<file path="src/rtl/memory_stage_pkg.sv">
// rtl/memory_stage_pkg.sv - shared widths, opcodes and MMIO address for the memory stage
package memory_stage_pkg;

    localparam int OPCODE_WIDTH = 8;
    localparam int REG_WIDTH    = 16;

    localparam logic [OPCODE_WIDTH-1:0] OP_ADD_D = 8'h10;
    localparam logic [OPCODE_WIDTH-1:0] OP_LDW   = 8'h40;
    localparam logic [OPCODE_WIDTH-1:0] OP_STW   = 8'h41;

    localparam logic [REG_WIDTH-1:0] ADDR_LEDR = 16'hF000;

    function automatic logic isMemOp(input logic [OPCODE_WIDTH-1:0] op);
        return (op == OP_LDW) || (op == OP_STW);
    endfunction

endpackage

</file>
<file path="src/rtl/memory_stage_if.sv">
// rtl/memory_stage_if.sv - data-memory request/acknowledge port
// master: drives O_MemReq/O_MemWe/O_MemAddr/O_MemWData, samples I_MemAck/I_MemRData
// slave : the data memory side
interface memory_stage_if
    import memory_stage_pkg::*;
#(
    parameter int DMEM_ADDR_WIDTH = 11
);
    logic                       O_MemReq;
    logic                       O_MemWe;
    logic [DMEM_ADDR_WIDTH-1:0] O_MemAddr;
    logic [REG_WIDTH-1:0]       O_MemWData;
    logic                       I_MemAck;
    logic [REG_WIDTH-1:0]       I_MemRData;

    modport master (
        output O_MemReq, O_MemWe, O_MemAddr, O_MemWData,
        input  I_MemAck, I_MemRData
    );

    modport slave (
        input  O_MemReq, O_MemWe, O_MemAddr, O_MemWData,
        output I_MemAck, I_MemRData
    );
endinterface

</file>
<file path="src/rtl/memory_stage_dmem_port_ctrl.sv">
// rtl/memory_stage_dmem_port_ctrl.sv - IDLE/WAIT memory access FSM with timeout
// Ports: I_CLOCK/I_RESET_N; startReq/startWe/startAddr/startWData launch an access;
// portIdle, accessDone (ack seen), accessTimeout (abort), memErr (sticky); mem = memory port.
module dmem_port_ctrl
    import memory_stage_pkg::*;
#(
    parameter int DMEM_ADDR_WIDTH = 11,
    parameter int MEM_TIMEOUT     = 255
)(
    input  logic                       I_CLOCK,
    input  logic                       I_RESET_N,
    input  logic                       startReq,
    input  logic                       startWe,
    input  logic [DMEM_ADDR_WIDTH-1:0] startAddr,
    input  logic [REG_WIDTH-1:0]       startWData,
    output logic                       portIdle,
    output logic                       accessDone,
    output logic                       accessTimeout,
    output logic                       memErr,
    memory_stage_if.master             mem
);
    localparam int CNT_W = (MEM_TIMEOUT < 2) ? 1 : $clog2(MEM_TIMEOUT + 1);
    // The timeout fires on the MEM_TIMEOUT-th WAIT cycle without an ack.
    localparam logic [CNT_W-1:0] TIMEOUT_LAST = CNT_W'(MEM_TIMEOUT - 1);

    typedef enum logic {S_IDLE, S_WAIT} portState_t;

    portState_t       state, stateNext;
    logic [CNT_W-1:0] waitCnt;

    always_ff @(posedge I_CLOCK or negedge I_RESET_N) begin
        if (!I_RESET_N) state <= S_IDLE;
        else            state <= stateNext;
    end

    always_comb begin
        stateNext     = state;
        accessDone    = 1'b0;
        accessTimeout = 1'b0;
        case (state)
            S_IDLE: if (startReq) stateNext = S_WAIT;
            S_WAIT: begin
                // Ack takes priority over a coinciding timeout.
                if (mem.I_MemAck) begin
                    accessDone = 1'b1;
                    stateNext  = S_IDLE;
                end else if (waitCnt == TIMEOUT_LAST) begin
                    accessTimeout = 1'b1;
                    stateNext     = S_IDLE;
                end
            end
            default: stateNext = S_IDLE;
        endcase
    end

    assign portIdle = (state == S_IDLE);

    always_ff @(posedge I_CLOCK or negedge I_RESET_N) begin
        if (!I_RESET_N) begin
            waitCnt        <= '0;
            memErr         <= 1'b0;
            mem.O_MemReq   <= 1'b0;
            mem.O_MemWe    <= 1'b0;
            mem.O_MemAddr  <= '0;
            mem.O_MemWData <= '0;
        end else if (state == S_IDLE) begin
            if (startReq) begin
                waitCnt        <= '0;
                mem.O_MemReq   <= 1'b1;
                mem.O_MemWe    <= startWe;
                mem.O_MemAddr  <= startAddr;
                mem.O_MemWData <= startWData;
            end
        end else if (accessDone || accessTimeout) begin
            mem.O_MemReq <= 1'b0;
            mem.O_MemWe  <= 1'b0;
            if (accessTimeout) memErr <= 1'b1;
        end else begin
            waitCnt <= waitCnt + 1'b1;
        end
    end
endmodule

</file>
<file path="src/rtl/memory_stage.sv">
// rtl/memory_stage.sv - execute-to-writeback pipeline stage with data memory and LED MMIO
// Inputs : I_CLOCK, I_RESET_N, I_LOCK, I_Opcode, I_ALUOut, I_StoreData, I_DestRegIdx, qualifiers
// Outputs: O_Stall, registered O_LOCK/O_Opcode/O_ALUOut/O_MemOut/O_DestRegIdx/qualifiers,
//          O_LEDR, O_MemErr; memPort carries the data-memory request/ack signals.
module memory_stage
    import memory_stage_pkg::*;
#(
    parameter int DMEM_ADDR_WIDTH = 11,
    parameter int MEM_TIMEOUT     = 255
)(
    input  logic                    I_CLOCK,
    input  logic                    I_RESET_N,
    input  logic                    I_LOCK,
    input  logic [OPCODE_WIDTH-1:0] I_Opcode,
    input  logic [REG_WIDTH-1:0]    I_ALUOut,
    input  logic [REG_WIDTH-1:0]    I_StoreData,
    input  logic [3:0]              I_DestRegIdx,
    input  logic                    I_FetchStall,
    input  logic                    I_DepStall,
    output logic                    O_Stall,
    output logic                    O_LOCK,
    output logic [OPCODE_WIDTH-1:0] O_Opcode,
    output logic [REG_WIDTH-1:0]    O_ALUOut,
    output logic [REG_WIDTH-1:0]    O_MemOut,
    output logic [3:0]              O_DestRegIdx,
    output logic                    O_FetchStall,
    output logic                    O_DepStall,
    output logic [REG_WIDTH-1:0]    O_LEDR,
    output logic                    O_MemErr,
    memory_stage_if.master          memPort
);
    logic portIdle, accessDone, accessTimeout;
    logic liveMem, isLed, startReq;

    logic [OPCODE_WIDTH-1:0] heldOpcode;
    logic [REG_WIDTH-1:0]    heldALUOut;
    logic [3:0]              heldDestRegIdx;

    assign liveMem  = I_LOCK && !I_FetchStall && !I_DepStall && isMemOp(I_Opcode);
    assign isLed    = (I_ALUOut == ADDR_LEDR);
    assign startReq = portIdle && liveMem && !isLed;
    assign O_Stall  = !portIdle;

    dmem_port_ctrl #(
        .DMEM_ADDR_WIDTH (DMEM_ADDR_WIDTH),
        .MEM_TIMEOUT     (MEM_TIMEOUT)
    ) u_port (
        .I_CLOCK       (I_CLOCK),
        .I_RESET_N     (I_RESET_N),
        .startReq      (startReq),
        .startWe       (I_Opcode == OP_STW),
        .startAddr     (I_ALUOut[DMEM_ADDR_WIDTH:1]),
        .startWData    (I_StoreData),
        .portIdle      (portIdle),
        .accessDone    (accessDone),
        .accessTimeout (accessTimeout),
        .memErr        (O_MemErr),
        .mem           (memPort)
    );

    always_ff @(posedge I_CLOCK or negedge I_RESET_N) begin
        if (!I_RESET_N) begin
            O_LOCK         <= 1'b0;
            O_Opcode       <= '0;
            O_ALUOut       <= '0;
            O_MemOut       <= '0;
            O_DestRegIdx   <= '0;
            O_FetchStall   <= 1'b0;
            O_DepStall     <= 1'b0;
            O_LEDR         <= '0;
            heldOpcode     <= '0;
            heldALUOut     <= '0;
            heldDestRegIdx <= '0;
        end else if (accessDone || accessTimeout) begin
            // Release the held instruction; a timed-out one goes out squashed.
            O_LOCK       <= 1'b1;
            O_Opcode     <= heldOpcode;
            O_ALUOut     <= heldALUOut;
            O_DestRegIdx <= heldDestRegIdx;
            O_FetchStall <= 1'b0;
            O_DepStall   <= accessTimeout;
            if (accessDone && heldOpcode == OP_LDW) O_MemOut <= memPort.I_MemRData;
        end else if (portIdle) begin
            if (startReq) begin
                O_LOCK         <= 1'b1;
                O_Opcode       <= '0;
                O_ALUOut       <= '0;
                O_DestRegIdx   <= '0;
                O_FetchStall   <= 1'b0;
                O_DepStall     <= 1'b1;
                heldOpcode     <= I_Opcode;
                heldALUOut     <= I_ALUOut;
                heldDestRegIdx <= I_DestRegIdx;
            end else begin
                O_LOCK       <= I_LOCK;
                O_Opcode     <= I_Opcode;
                O_ALUOut     <= I_ALUOut;
                O_DestRegIdx <= I_DestRegIdx;
                O_FetchStall <= I_FetchStall;
                O_DepStall   <= I_DepStall;
                if (liveMem && isLed) begin
                    if (I_Opcode == OP_STW) O_LEDR   <= I_StoreData;
                    else                    O_MemOut <= O_LEDR;
                end
            end
        end
        // WAIT without ack/timeout: the bubble stays on the outputs.
    end
endmodule

</file>
<file path="src/flat_wrapper.sv">
// flat-port wrapper written by rule: the top's interface ports become plain ports
module memory_stage_flat import memory_stage_pkg::*;
#(
    parameter int DMEM_ADDR_WIDTH = 11,
    parameter int MEM_TIMEOUT     = 255
)
  (I_CLOCK, I_RESET_N, I_LOCK, I_Opcode, I_ALUOut, I_StoreData, I_DestRegIdx, I_FetchStall, I_DepStall, O_Stall, O_LOCK, O_Opcode, O_ALUOut, O_MemOut, O_DestRegIdx, O_FetchStall, O_DepStall, O_LEDR, O_MemErr, memPort_O_MemReq, memPort_O_MemWe, memPort_O_MemAddr, memPort_O_MemWData, memPort_I_MemAck, memPort_I_MemRData);
  memory_stage_if #(.DMEM_ADDR_WIDTH(DMEM_ADDR_WIDTH)) memPort_i ();
  input  logic I_CLOCK;
  input  logic I_RESET_N;
  input  logic I_LOCK;
  input  logic [OPCODE_WIDTH-1:0] I_Opcode;
  input  logic [REG_WIDTH-1:0] I_ALUOut;
  input  logic [REG_WIDTH-1:0] I_StoreData;
  input  logic [3:0] I_DestRegIdx;
  input  logic I_FetchStall;
  input  logic I_DepStall;
  output logic O_Stall;
  output logic O_LOCK;
  output logic [OPCODE_WIDTH-1:0] O_Opcode;
  output logic [REG_WIDTH-1:0] O_ALUOut;
  output logic [REG_WIDTH-1:0] O_MemOut;
  output logic [3:0] O_DestRegIdx;
  output logic O_FetchStall;
  output logic O_DepStall;
  output logic [REG_WIDTH-1:0] O_LEDR;
  output logic O_MemErr;
  output wire logic [$bits(memPort_i.O_MemReq)-1:0] memPort_O_MemReq;
  output wire logic [$bits(memPort_i.O_MemWe)-1:0] memPort_O_MemWe;
  output wire logic [$bits(memPort_i.O_MemAddr)-1:0] memPort_O_MemAddr;
  output wire logic [$bits(memPort_i.O_MemWData)-1:0] memPort_O_MemWData;
  input wire logic [$bits(memPort_i.I_MemAck)-1:0] memPort_I_MemAck;
  input wire logic [$bits(memPort_i.I_MemRData)-1:0] memPort_I_MemRData;
  assign memPort_O_MemReq = memPort_i.O_MemReq;
  assign memPort_O_MemWe = memPort_i.O_MemWe;
  assign memPort_O_MemAddr = memPort_i.O_MemAddr;
  assign memPort_O_MemWData = memPort_i.O_MemWData;
  assign memPort_i.I_MemAck = memPort_I_MemAck;
  assign memPort_i.I_MemRData = memPort_I_MemRData;
  memory_stage #(.DMEM_ADDR_WIDTH(DMEM_ADDR_WIDTH), .MEM_TIMEOUT(MEM_TIMEOUT)) u_core (.I_CLOCK(I_CLOCK), .I_RESET_N(I_RESET_N), .I_LOCK(I_LOCK), .I_Opcode(I_Opcode), .I_ALUOut(I_ALUOut), .I_StoreData(I_StoreData), .I_DestRegIdx(I_DestRegIdx), .I_FetchStall(I_FetchStall), .I_DepStall(I_DepStall), .O_Stall(O_Stall), .O_LOCK(O_LOCK), .O_Opcode(O_Opcode), .O_ALUOut(O_ALUOut), .O_MemOut(O_MemOut), .O_DestRegIdx(O_DestRegIdx), .O_FetchStall(O_FetchStall), .O_DepStall(O_DepStall), .O_LEDR(O_LEDR), .O_MemErr(O_MemErr), .memPort(memPort_i));
endmodule
</file>
<file path="config.mk">
export PLATFORM = sky130hd
export DESIGN_NAME = memory_stage_flat
export DESIGN_NICKNAME = d
export VERILOG_FILES = /design/src/rtl/memory_stage_pkg.sv /design/src/rtl/memory_stage_if.sv /design/src/rtl/memory_stage_dmem_port_ctrl.sv /design/src/rtl/memory_stage.sv /design/src/flat_wrapper.sv
export SDC_FILE = /design/constraint.sdc
export NUM_CORES = 1
export LEC_CHECK = 0
export ABC_AREA = 1
export CAP_MARGIN = 5
export CORE_MARGIN = 4
export CORE_UTILIZATION = 52
export CTS_CLUSTER_DIAMETER = 150
export DETAILED_ROUTE_END_ITERATION = 16
export GPL_TIMING_DRIVEN = 1
export PLACE_DENSITY = 0.86
export SETUP_SLACK_MARGIN = 0.1
export SLEW_MARGIN = 30
export SYNTH_ARGS = -nofsm -noshare
export SYNTH_HDL_FRONTEND = slang
export SYNTH_SLANG_ARGS = --single-unit
</file>
<file path="constraint.sdc">
create_clock -name I_CLOCK -period 2.84 [get_ports I_CLOCK]
set_input_delay 0.568 -clock I_CLOCK [delete_from_list [all_inputs] [get_ports I_CLOCK]]
set_output_delay 0.568 -clock I_CLOCK [all_outputs]
set_load 0.02 [all_outputs]
</file>
==> results of run 1 <==
==> layout make-up <==
type / instances / area [sq um]
Clock buffer: 19 / 432
Multi-Input combinational cell: 425 / 2010
Clock inverter: 13 / 209
Timing Repair Buffer: 168 / 1670
Inverter: 86 / 328
Tap cell: 140 / 175
Sequential cell: 130 / 3250
Fill cell: 737 / 2720
==> power by group <==
group,switching (uW),internal (uW)
Clock,803,1540
Sequential,88.2,1960
Combinational,316,269
==> cells in the mapped netlist, types with 2 or more instances <==
cell type / instances / share of area
nand3_1: 17 / 0.015
inv_4: 2 / 0.0022
nor2_4: 2 / 0.0039
nand2_4: 2 / 0.0039
nor2_1: 31 / 0.020
inv_1: 80 / 0.052
xor2_1: 2 / 0.0031
o211ai_1: 23 / 0.030
o21ai_1: 28 / 0.024
nand2_1: 240 / 0.16
nor3_1: 2 / 0.0017
nor4_1: 2 / 0.0022
clkbuf_1: 10 / 0.0066
buf_2: 15 / 0.013
dfrtp_1: 130 / 0.57
inv_2: 4 / 0.0026
nand4_1: 5 / 0.0055
nand3_2: 13 / 0.023
ha_1: 2 / 0.0044
a21oi_1: 6 / 0.0052
o21ai_0: 44 / 0.038
==> metrics by stage <==
step                      worst slack (ns)  area (sq um)  power, uW
after floorplan                       1.13          5730       2320
after global placement               0.401          7430       2640
after detailed placement             0.341          7430       2660
after CTS                            0.415          8080       4990
after global routing                 0.375          8080       5150
final                                0.410          8080       4970
==> cells in the final DEF, fill, tap and decap left out, drive strengths merged <==
cell type,Yosys,final
o211ai,23,23
clkinvlp,0,3
clkinv,0,5
clkbuf,10,19
inv,86,86
nor3,2,2
xor2,2,2
or2,1,1
nor4,2,2
nor2,34,34
bufinv,0,5
a21oi,6,6
buf,17,10
nand4,5,5
dfrtp,130,130
ha,2,2
nand3,31,31
clkdlybuf4s50,0,158
nand2,244,244
o21ai,73,73
==> cells by family (layout without fill, tap and decap cells) <==
family                     after synthesis  in the layout
xor gates and xnor gates                 2              2
buffers and inverters                  113            286
and+or+nand+nor                        319            319
adders and majority gates                2              2
DFF                                    130            130
AOI/OAI and AO/OA                      102            102
==> worst reg2reg max path, delay by kind of cell, from the launching register on <==
family / cells / cell delay, ns
buffers and inverters: 3 / 0.89
AND/OR/NAND/NOR: 5 / 0.59
flip-flops: 1 / 0.56
AO/OA/AOI/OAI: 1 / 0.15
==> per-layer routing <==
metal,vias up,wire (microns)
met5,-,0
met3,37,1110
met1,2509,6510
met2,226,8200
met4,0,403
li1,2428,-
==> path summary, 6_finish.rpt <==
path,start,end,cells past startpoint
worst max-delay path,u_core.u_port.state$_DFF_PN0_,O_Stall,1
worst min-delay path,I_RESET_N,u_core.heldOpcode[2]$_DFFE_PN0P_,1
worst max register to register,u_core.u_port.state$_DFF_PN0_,u_core.O_ALUOut[12]$_DFFE_PN0P_,9
worst min register to register,u_core.u_port.memErr$_DFFE_PN0P_,u_core.u_port.memErr$_DFFE_PN0P_,2
max in group asynchronous,I_RESET_N,u_core.heldOpcode[1]$_DFFE_PN0P_,2
min in group I_CLOCK,u_core.u_port.memErr$_DFFE_PN0P_,u_core.u_port.memErr$_DFFE_PN0P_,2
==> sequential cells by signal, summed over array words and instances, names as in the netlist <==
register and count:
u_core.u_port.mem.O_MemWe 1, u_core.O_MemOut 16, u_core.heldALUOut 16, u_core.O_DepStall 1, u_core.heldDestRegIdx 4, u_core.u_port.mem.O_MemWData 16
u_core.O_ALUOut 16, u_core.u_port.waitCnt 8, u_core.u_port.mem.O_MemAddr 11, u_core.O_Opcode 8, u_core.O_LEDR 16, u_core.u_port.memErr 1
u_core.O_FetchStall 1, u_core.u_port.state 1, u_core.heldOpcode 8, u_core.O_LOCK 1, u_core.O_DestRegIdx 4, u_core.u_port.mem.O_MemReq 1
==> reports/results.txt, run 1 <==
status - finished, final reports clean
final slew viol count - 0
Lkg Pwr - 0.00393 uW
Worst EP arrival - 1.86 ns
first-pass GRT wire length - 26700 microns
Synth Warn # - 0
final WL - 16200 microns
layout cells sized above 1 - 0.0832
Hold Vio Cnt, Final - 0
Initial Utilization - 0.530
RSZ-0062 raised after global routing - false
Worst EP required - 2.27 ns
WL/cell - 16.5 microns
Critical Path Sink Type - output pin
clock-pin slew on the worst setup and hold paths - 0.06 ns
syn_nets - 736
gpl congestion - 0.895
Worst Path Class, Setup - flip-flop to output pin
syn_area_per_cell - 8.57 sq um
die area - 0.0128 sq mm
CTS tree - yes
cell total after placement - 949
postcts setup bufs - 0
vias in the first global route - 5403
M1 GR Usage - 0.338
# setup viols final - 0
H-tree Lvls - 4
VDD IR max - 0.457 mV
Max Root-Sink Buffers - 2
Tmin final - 2.43 ns
Slowest cell on crit path - clkdlybuf4s50_1
Peak Freq - 0.412 GHz
met2 Usage GRT - 0.440
Synth cell types - 29
Worst-Margin Slew - 0.519 ns
clock root cell - clkbuf_8
asr flop ratio synth - 1.00
DR vias - 5200
Max Clock Skew - 0.00624 ns
nature of the critical path startpoint - flip-flop
sequential area share after synthesis - 0.568
r2r setup slk - 0.56 ns
GR Util All Layers - 0.266
vias per cell - 5.30
CTS Hold Bufs - 0
Core Region - 0.0108 sq mm
met3 Usage GRT - 0.0727
Die H - 113 microns
post-route clock period utilization - 0.856
cell count after synthesis - 668
Post-synth EDFFs - 0
Max stage delay on crit path - 0.70 ns
nets@finish - 896
worst hold path type - input pin to asynchronous set/reset pin
Synth Register Bits - 130
GRT busiest layer - met2
synthesized area - 0.00573 sq mm
CTS resizes - 0
area fraction in and, or, nand and nor cells after synthesis - 0.242
max-cap violations - 0
DP HPWL - 11400 microns
crit path cell chain - clkdlybuf4s50_1
Slew HR - 0.653
first-pass detailed-route iteration total - 5
TritonCTS buffer count - 17
area delta synth->final - 41.0%
Initial DRC Count - 418
Rows - 38
mux cell area share after synthesis - 0
Worst Path Buf+Inv - 1
Hold Slack - 0.0174 ns
grt ovf - 0
clk sinks - 130
Top delay family on crit path - buffers and inverters
Post-Synth Adder-Cell Area - 0.00437
fin util - 0.748
initial antenna violation count - 0
I/O Pins - 160
total negative slack - 0 ns
port bufs - 159
Layout Cells excl Fill - 981
DRC viols - 0
largest net degree at the start of global routing - 52
Post-Synth XOR/XNOR Area - 0.00306
chip width - 113 microns
crit path max fanout - 12
Power per Cell Area - 616 mW/mm^2
largest family of logic cells by synthesized area - simple AND/OR/NAND/NOR gates
Synth Area in Compound Gates - 0.101
clk_lat worst skew - 0.52 ns
DRT antenna net count - 0
antenna cells - 0
most common flop cell mapped by yosys - dfrtp_1
Power figures use the tool's default switching activity.
==> inputs of run 2 (changes only) <==
--- a/config.mk
+++ b/config.mk
@@ -7,7 +7,7 @@
 export LEC_CHECK = 0
 export ABC_AREA = 1
 export CAP_MARGIN = 5
-export CORE_MARGIN = 4
+export CORE_MARGIN = 2
 export CORE_UTILIZATION = 52
 export CTS_CLUSTER_DIAMETER = 150
 export DETAILED_ROUTE_END_ITERATION = 16
==> reports/results.txt, run 2 (same netlist as run 1, synthesis figures left out) <==
filler cell count - 752 (was 737)
final WL - 15900 microns (was 16200 microns)
Worst Path Buf+Inv - 1 (unchanged)
first-pass GRT wire length - 25700 microns (was 26700 microns)
die area - 0.0119 sq mm (was 0.0128 sq mm)
Die H - 109 microns (was 113 microns)
Critical Path Sink Type - output pin (unchanged)
antenna cells - 0 (unchanged)
R2R cell count - 9 (unchanged)
gpl congestion - 0.919 (was 0.895)
CTS Hold Bufs - 0 (unchanged)
DRT antenna net count - 0 (unchanged)
final slew viol count - 0 (unchanged)
Initial Utilization - 0.530 (unchanged)
port bufs - 159 (unchanged)
Setup WS post-layout - 0.400 ns (was 0.410 ns)
I/O Pins - 160 (unchanged)
Initial DRC Count - 517 (was 418)
Worst Path Class, Setup - flip-flop to output pin (unchanged)
Max Clock Skew - 0.00897 ns (was 0.00624 ns)
Peak Freq - 0.410 GHz (was 0.412 GHz)
most frequent cells in the layout - nand2_1 (240), clkdlybuf4s50_1 (158), dfrtp_1 (130) (unchanged)
Slew HR - 0.613 (was 0.653)
worst hold path type - input pin to asynchronous set/reset pin (unchanged)
H-tree Lvls - 4 (unchanged)
DRC viols - 0 (unchanged)
Power per Cell Area - 580 mW/mm^2 (was 616 mW/mm^2)
first-pass detailed-route iteration total - 7 (was 5)
leading cell type in the layout, fill and taps excluded - nand2_1 (unchanged)
Max stage delay on crit path - 0.70 ns (about the same)
Slowest cell on crit path - clkdlybuf4s50_1 (unchanged)
postcts setup bufs - 0 (unchanged)
largest net degree at the start of global routing - 52 (unchanged)
Clock power frac - 0.431 (was 0.471)
reg-to-reg endpoint - u_core.u_port.waitCnt[5]$_DFFE_PN0P_ (was u_core.O_ALUOut[12]$_DFFE_PN0P_)
RSZ-0062 raised after global routing - false (unchanged)
clk_lat worst skew - 0.53 ns (was 0.52 ns)
Flop pwr share - 0.443 (was 0.412)
Worst EP required - 2.27 ns (about the same)
CTS resizes - 0 (unchanged)
clock-pin slew on the worst setup and hold paths - 0.06 ns (about the same)
CTS tree - yes (unchanged)
status - finished, final reports clean (unchanged)
layout cells sized above 1 - 0.0843 (was 0.0832)
Sw Pwr - 1220 uW (was 1210 uW)
TritonCTS buffer count - 17 (unchanged)
nets@finish - 897 (was 896)
Worst EP arrival - 1.87 ns (was 1.86 ns)
Worst-Margin Slew - 0.580 ns (was 0.519 ns)
vias per cell - 5.29 (was 5.30)
GR Util All Layers - 0.285 (was 0.266)
# setup viols final - 0 (unchanged)
area delta synth->final - 39.3% (was 41.0%)
clk sinks - 130 (unchanged)
initial antenna violation count - 0 (unchanged)
Sw Ratio - 0.264 (was 0.243)
Core Region - 0.0108 sq mm (unchanged)
crit path max fanout - 12 (unchanged)
vias in the first global route - 5188 (was 5403)
Tmin final - 2.44 ns (was 2.43 ns)
nature of the critical path startpoint - flip-flop (unchanged)
Comb power frac - 0.126 (was 0.118)
cell-internal power - 3410 uW (was 3770 uW)
Lkg Pwr - 0.00389 uW (was 0.00393 uW)
DP HPWL - 10900 microns (was 11400 microns)
Rows - 38 (unchanged)
max-cap violations - 0 (unchanged)
WL/cell - 16.2 microns (was 16.5 microns)
clock root cell - clkbuf_8 (unchanged)
Top delay family on crit path - buffers and inverters (unchanged)
pre-CTS setup slack - 0.328 ns (was 0.341 ns)
total negative slack - 0 ns (unchanged)
grt ovf - 0 (unchanged)
chip width - 109 microns (was 113 microns)
post-route clock period utilization - 0.859 (was 0.856)
crit path cell chain - clkdlybuf4s50_1 (unchanged)
DR vias - 5196 (was 5200)
Max Root-Sink Buffers - 2 (unchanged)
r2r setup slk - 0.56 ns (about the same)
VDD IR max - 0.477 mV (was 0.457 mV)
FF-to-FF Start - u_core.u_port.state$_DFF_PN0_ (unchanged)
fin util - 0.739 (was 0.748)
Hold Vio Cnt, Final - 0 (unchanged)
## run 2: worst max path at each step
stage,to,depth (start not counted),from,slack (ns)
finish,O_Stall,1,u_core.u_port.state$_DFF_PN0_,0.40
global route,O_Stall,1,u_core.u_port.state$_DFF_PN0_,0.32
CTS,O_Stall,1,u_core.u_port.state$_DFF_PN0_,0.41
detailed placement,u_core.u_port.waitCnt[5]$_DFFE_PN0P_,9,I_Opcode[2],0.33
global placement,u_core.O_MemOut[9]$_DFFE_PN0P_,11,I_ALUOut[15],0.40
floorplan,u_core.O_MemOut[10]$_DFFE_PN0P_,11,I_Opcode[2],1.13
## run 2: per-stage QoR
step                      area, sq um  hold WS, ns  total power, uW  instances
after global routing             7980       0.0541             4800        982
after detailed placement         7430        0.462             2650        950
after floorplan                  5730        0.272             2320        668
after global placement           7430        0.454             2630        950
after CTS                        7980       0.0410             4640        982
final                            7980       0.0322             4630        982
## run 2: metal layers
metal	global-route usage	part of all wire	up-vias
met2	0.463	0.50	199
met4	0.0971	0.018	0
met1	0.377	0.41	2540
li1	-	-	2428
met5	0	0	-
met3	0.0693	0.064	29
## run 2: cell type report
cell class | instances | area (sq um) | area share
clock buffer | 19 | 432 | 0.0541
clock inverter | 13 | 114 | 0.0143
inverter | 86 | 328 | 0.0411
multi-input combinational | 425 | 2010 | 0.252
sequential | 130 | 3250 | 0.408
tap | 140 | 175 | 0.0220
timing repair buffer | 169 | 1660 | 0.209
## run 2: power by group through the flow
stage / Sequential (uW) / Clock, uW / Combinational (uW)
floorplan: 2130 / 0 / 185
global placement: 2070 / 0 / 561
detailed placement: 2070 / 0 / 577
CTS: 2050 / 2010 / 586
global route: 2060 / 2110 / 638
finish: 2050 / 2000 / 582
==> inputs of run 3 (changes only) <==
--- a/config.mk
+++ b/config.mk
@@ -12,7 +12,8 @@
 export CTS_CLUSTER_DIAMETER = 150
 export DETAILED_ROUTE_END_ITERATION = 16
 export GPL_TIMING_DRIVEN = 1
-export PLACE_DENSITY = 0.86
+export PLACE_DENSITY_LB_ADDON = 0.08
+export REMOVE_ABC_BUFFERS = 1
 export SETUP_SLACK_MARGIN = 0.1
 export SLEW_MARGIN = 30
 export SYNTH_ARGS = -nofsm -noshare
==> constraint.sdc (replaced) <==
create_clock -name I_CLOCK -period 2.84 [get_ports I_CLOCK]
set_input_delay 0.852 -clock I_CLOCK [delete_from_list [all_inputs] [get_ports I_CLOCK]]
set_output_delay 0.852 -clock I_CLOCK [all_outputs]
set_load 0.02 [all_outputs]
==> reports/results.txt, run 3 (same netlist as run 1, synthesis figures left out) <==
clk sinks - 130 (unchanged)
clock root cell - clkbuf_8 (unchanged)
area delta synth->final - 40.8% (was 39.3%)
Core Region - 0.0108 sq mm (unchanged)
Metal-1 WL - 6200 microns (was 6580 microns)
Peak Freq - 0.389 GHz (was 0.410 GHz)
pre-CTS setup slack - 0.0360 ns (was 0.328 ns)
first-pass GRT wire length - 24600 microns (was 25700 microns)
total negative slack - 0 ns (unchanged)
crit path cell chain - clkdlybuf4s50_1 (unchanged)
clock-pin slew on the worst setup and hold paths - 0.05 ns (was 0.06 ns)
Worst EP arrival - 1.72 ns (was 1.87 ns)
Tmin final - 2.57 ns (was 2.44 ns)
WL/cell - 15.6 microns (was 16.2 microns)
highest layer used for signal routing - met4 (unchanged)
first-pass detailed-route iteration total - 5 (was 7)
VDD IR max - 0.345 mV (was 0.477 mV)
initial antenna violation count - 0 (unchanged)
Worst Path Class, Setup - flip-flop to output pin (unchanged)
clk_lat worst skew - 0.53 ns (about the same)
max-cap violations - 0 (unchanged)
I/O Pins - 160 (unchanged)
final slew viol count - 0 (unchanged)
nature of the critical path startpoint - flip-flop (unchanged)
Max stage delay on crit path - 0.66 ns (was 0.70 ns)
Die H - 109 microns (unchanged)
nets@finish - 896 (was 897)
TritonCTS buffer count - 17 (unchanged)
RSZ-0062 raised after global routing - false (unchanged)
Lkg Pwr - 0.00392 uW (was 0.00389 uW)
post-route clock period utilization - 0.905 (was 0.859)
Critical Path Sink Type - output pin (unchanged)
chip width - 109 microns (unchanged)
Setup WS post-layout - 0.269 ns (was 0.400 ns)
Sw Pwr - 1180 uW (was 1220 uW)
Rows - 38 (unchanged)
final WL - 15300 microns (was 15900 microns)
Max Root-Sink Buffers - 2 (unchanged)
grt ovf - 0 (unchanged)
Worst EP required - 1.99 ns (was 2.27 ns)
port bufs - 159 (unchanged)
antenna cells - 0 (unchanged)
layout cells sized above 1 - 0.0809 (was 0.0843)
status - finished, final reports clean (unchanged)
leading cell type in the layout, fill and taps excluded - nand2_1 (unchanged)
Hold Vio Cnt, Final - 0 (unchanged)
Worst-Margin Slew - 0.623 ns (was 0.580 ns)
GR Util All Layers - 0.272 (was 0.285)
vias per cell - 5.16 (was 5.29)
met2 wire len - 7460 microns (was 8030 microns)
Slew HR - 0.585 (was 0.613)
Clock power frac - 0.458 (was 0.431)
die area - 0.0119 sq mm (unchanged)
fin util - 0.747 (was 0.739)
crit path max fanout - 12 (unchanged)
worst hold path type - input pin to asynchronous set/reset pin (unchanged)
Worst Path Buf+Inv - 1 (unchanged)
H-tree Lvls - 4 (unchanged)
Top delay family on crit path - buffers and inverters (unchanged)
Max Clock Skew - 0.0102 ns (was 0.00897 ns)
vias in the first global route - 5229 (was 5188)
most frequent cells in the layout - nand2_1 (240), clkdlybuf4s50_1 (158), dfrtp_1 (129) (was nand2_1 (240), clkdlybuf4s50_1 (158), dfrtp_1 (130))
Power per Cell Area - 602 mW/mm^2 (was 580 mW/mm^2)
Met3 Wirelength - 1150 microns (was 1020 microns)
Sw Ratio - 0.243 (was 0.264)
CTS tree - yes (unchanged)
Comb power frac - 0.120 (was 0.126)
DR vias - 5064 (was 5196)
CTS Hold Bufs - 0 (unchanged)
largest net degree at the start of global routing - 51 (was 52)
cell-internal power - 3670 uW (was 3410 uW)
DRT antenna net count - 0 (unchanged)
gpl congestion - 0.794 (was 0.919)
DP HPWL - 10300 microns (was 10900 microns)
Initial DRC Count - 282 (was 517)
DRC viols - 0 (unchanged)
# setup viols final - 0 (unchanged)
Flop pwr share - 0.422 (was 0.443)
Slowest cell on crit path - clkdlybuf4s50_1 (unchanged)
Initial Utilization - 0.530 (unchanged)
-- run 3: layout make-up --
type / count / area, sq um
sequential: 130 / 3250
timing repair buffer: 168 / 1690
tap: 140 / 175
fill: 773 / 2730
clock inverter: 10 / 158
multi-input combinational: 425 / 2010
clock buffer: 22 / 443
inverter: 86 / 328
-- run 3: power groups by stage --
stage                     registers (uW)  clock network [uW]  logic, uW
after CTS                           2050                2250        587
after global routing                2060                2330        636
final                               2050                2220        581
after detailed placement            2080                   0        578
after floorplan                     2140                   0        177
after global placement              2070                   0        561
-- run 3: path summary, 6_finish.rpt --
| check | depth (start not counted) | slack [ns] | startpoint | end |
|---|---|---|---|---|
| setup / recovery | 1 | 0.27 | u_core.u_port.state$_DFF_PN0_ | O_Stall |
| hold / removal | 1 | 0.33 | I_RESET_N | u_core.heldALUOut[8]$_DFFE_PN0P_ |
| setup reg to reg | 10 | 0.66 | u_core.u_port.state$_DFF_PN0_ | u_core.u_port.waitCnt[1]$_DFFE_PN0P_ |
| hold reg to reg | 2 | 0.48 | u_core.u_port.memErr$_DFFE_PN0P_ | u_core.u_port.memErr$_DFFE_PN0P_ |
| max in group asynchronous | 2 | 1.83 | I_RESET_N | u_core.u_port.mem.O_MemAddr[5]$_DFFE_PN0P_ |
| min in group I_CLOCK | 2 | 0.48 | u_core.u_port.memErr$_DFFE_PN0P_ | u_core.u_port.memErr$_DFFE_PN0P_ |
-- run 3: through the flow --
stage	instance area [sq um]	instances	hold slack, ns	total power [uW]
after CTS	8060	981	0.335	4890
after floorplan	5590	641	0.448	2310
final	8060	981	0.328	4850
after detailed placement	7460	949	0.473	2650
after global routing	8060	981	0.370	5030
after global placement	7460	949	0.456	2630
-- run 3: what timing repair did --
action,in CTS,in global routing
setup endpoints to repair,1,0
hold endpoints to repair,0,0
buffers inserted,0,0
gates resized for setup,1,0
-- run 3: layer usage --
metal	track usage	up-vias
met4	0.119	0
met5	0	-
met1	0.325	2430
li1	-	2418
met2	0.445	177
met3	0.0962	39
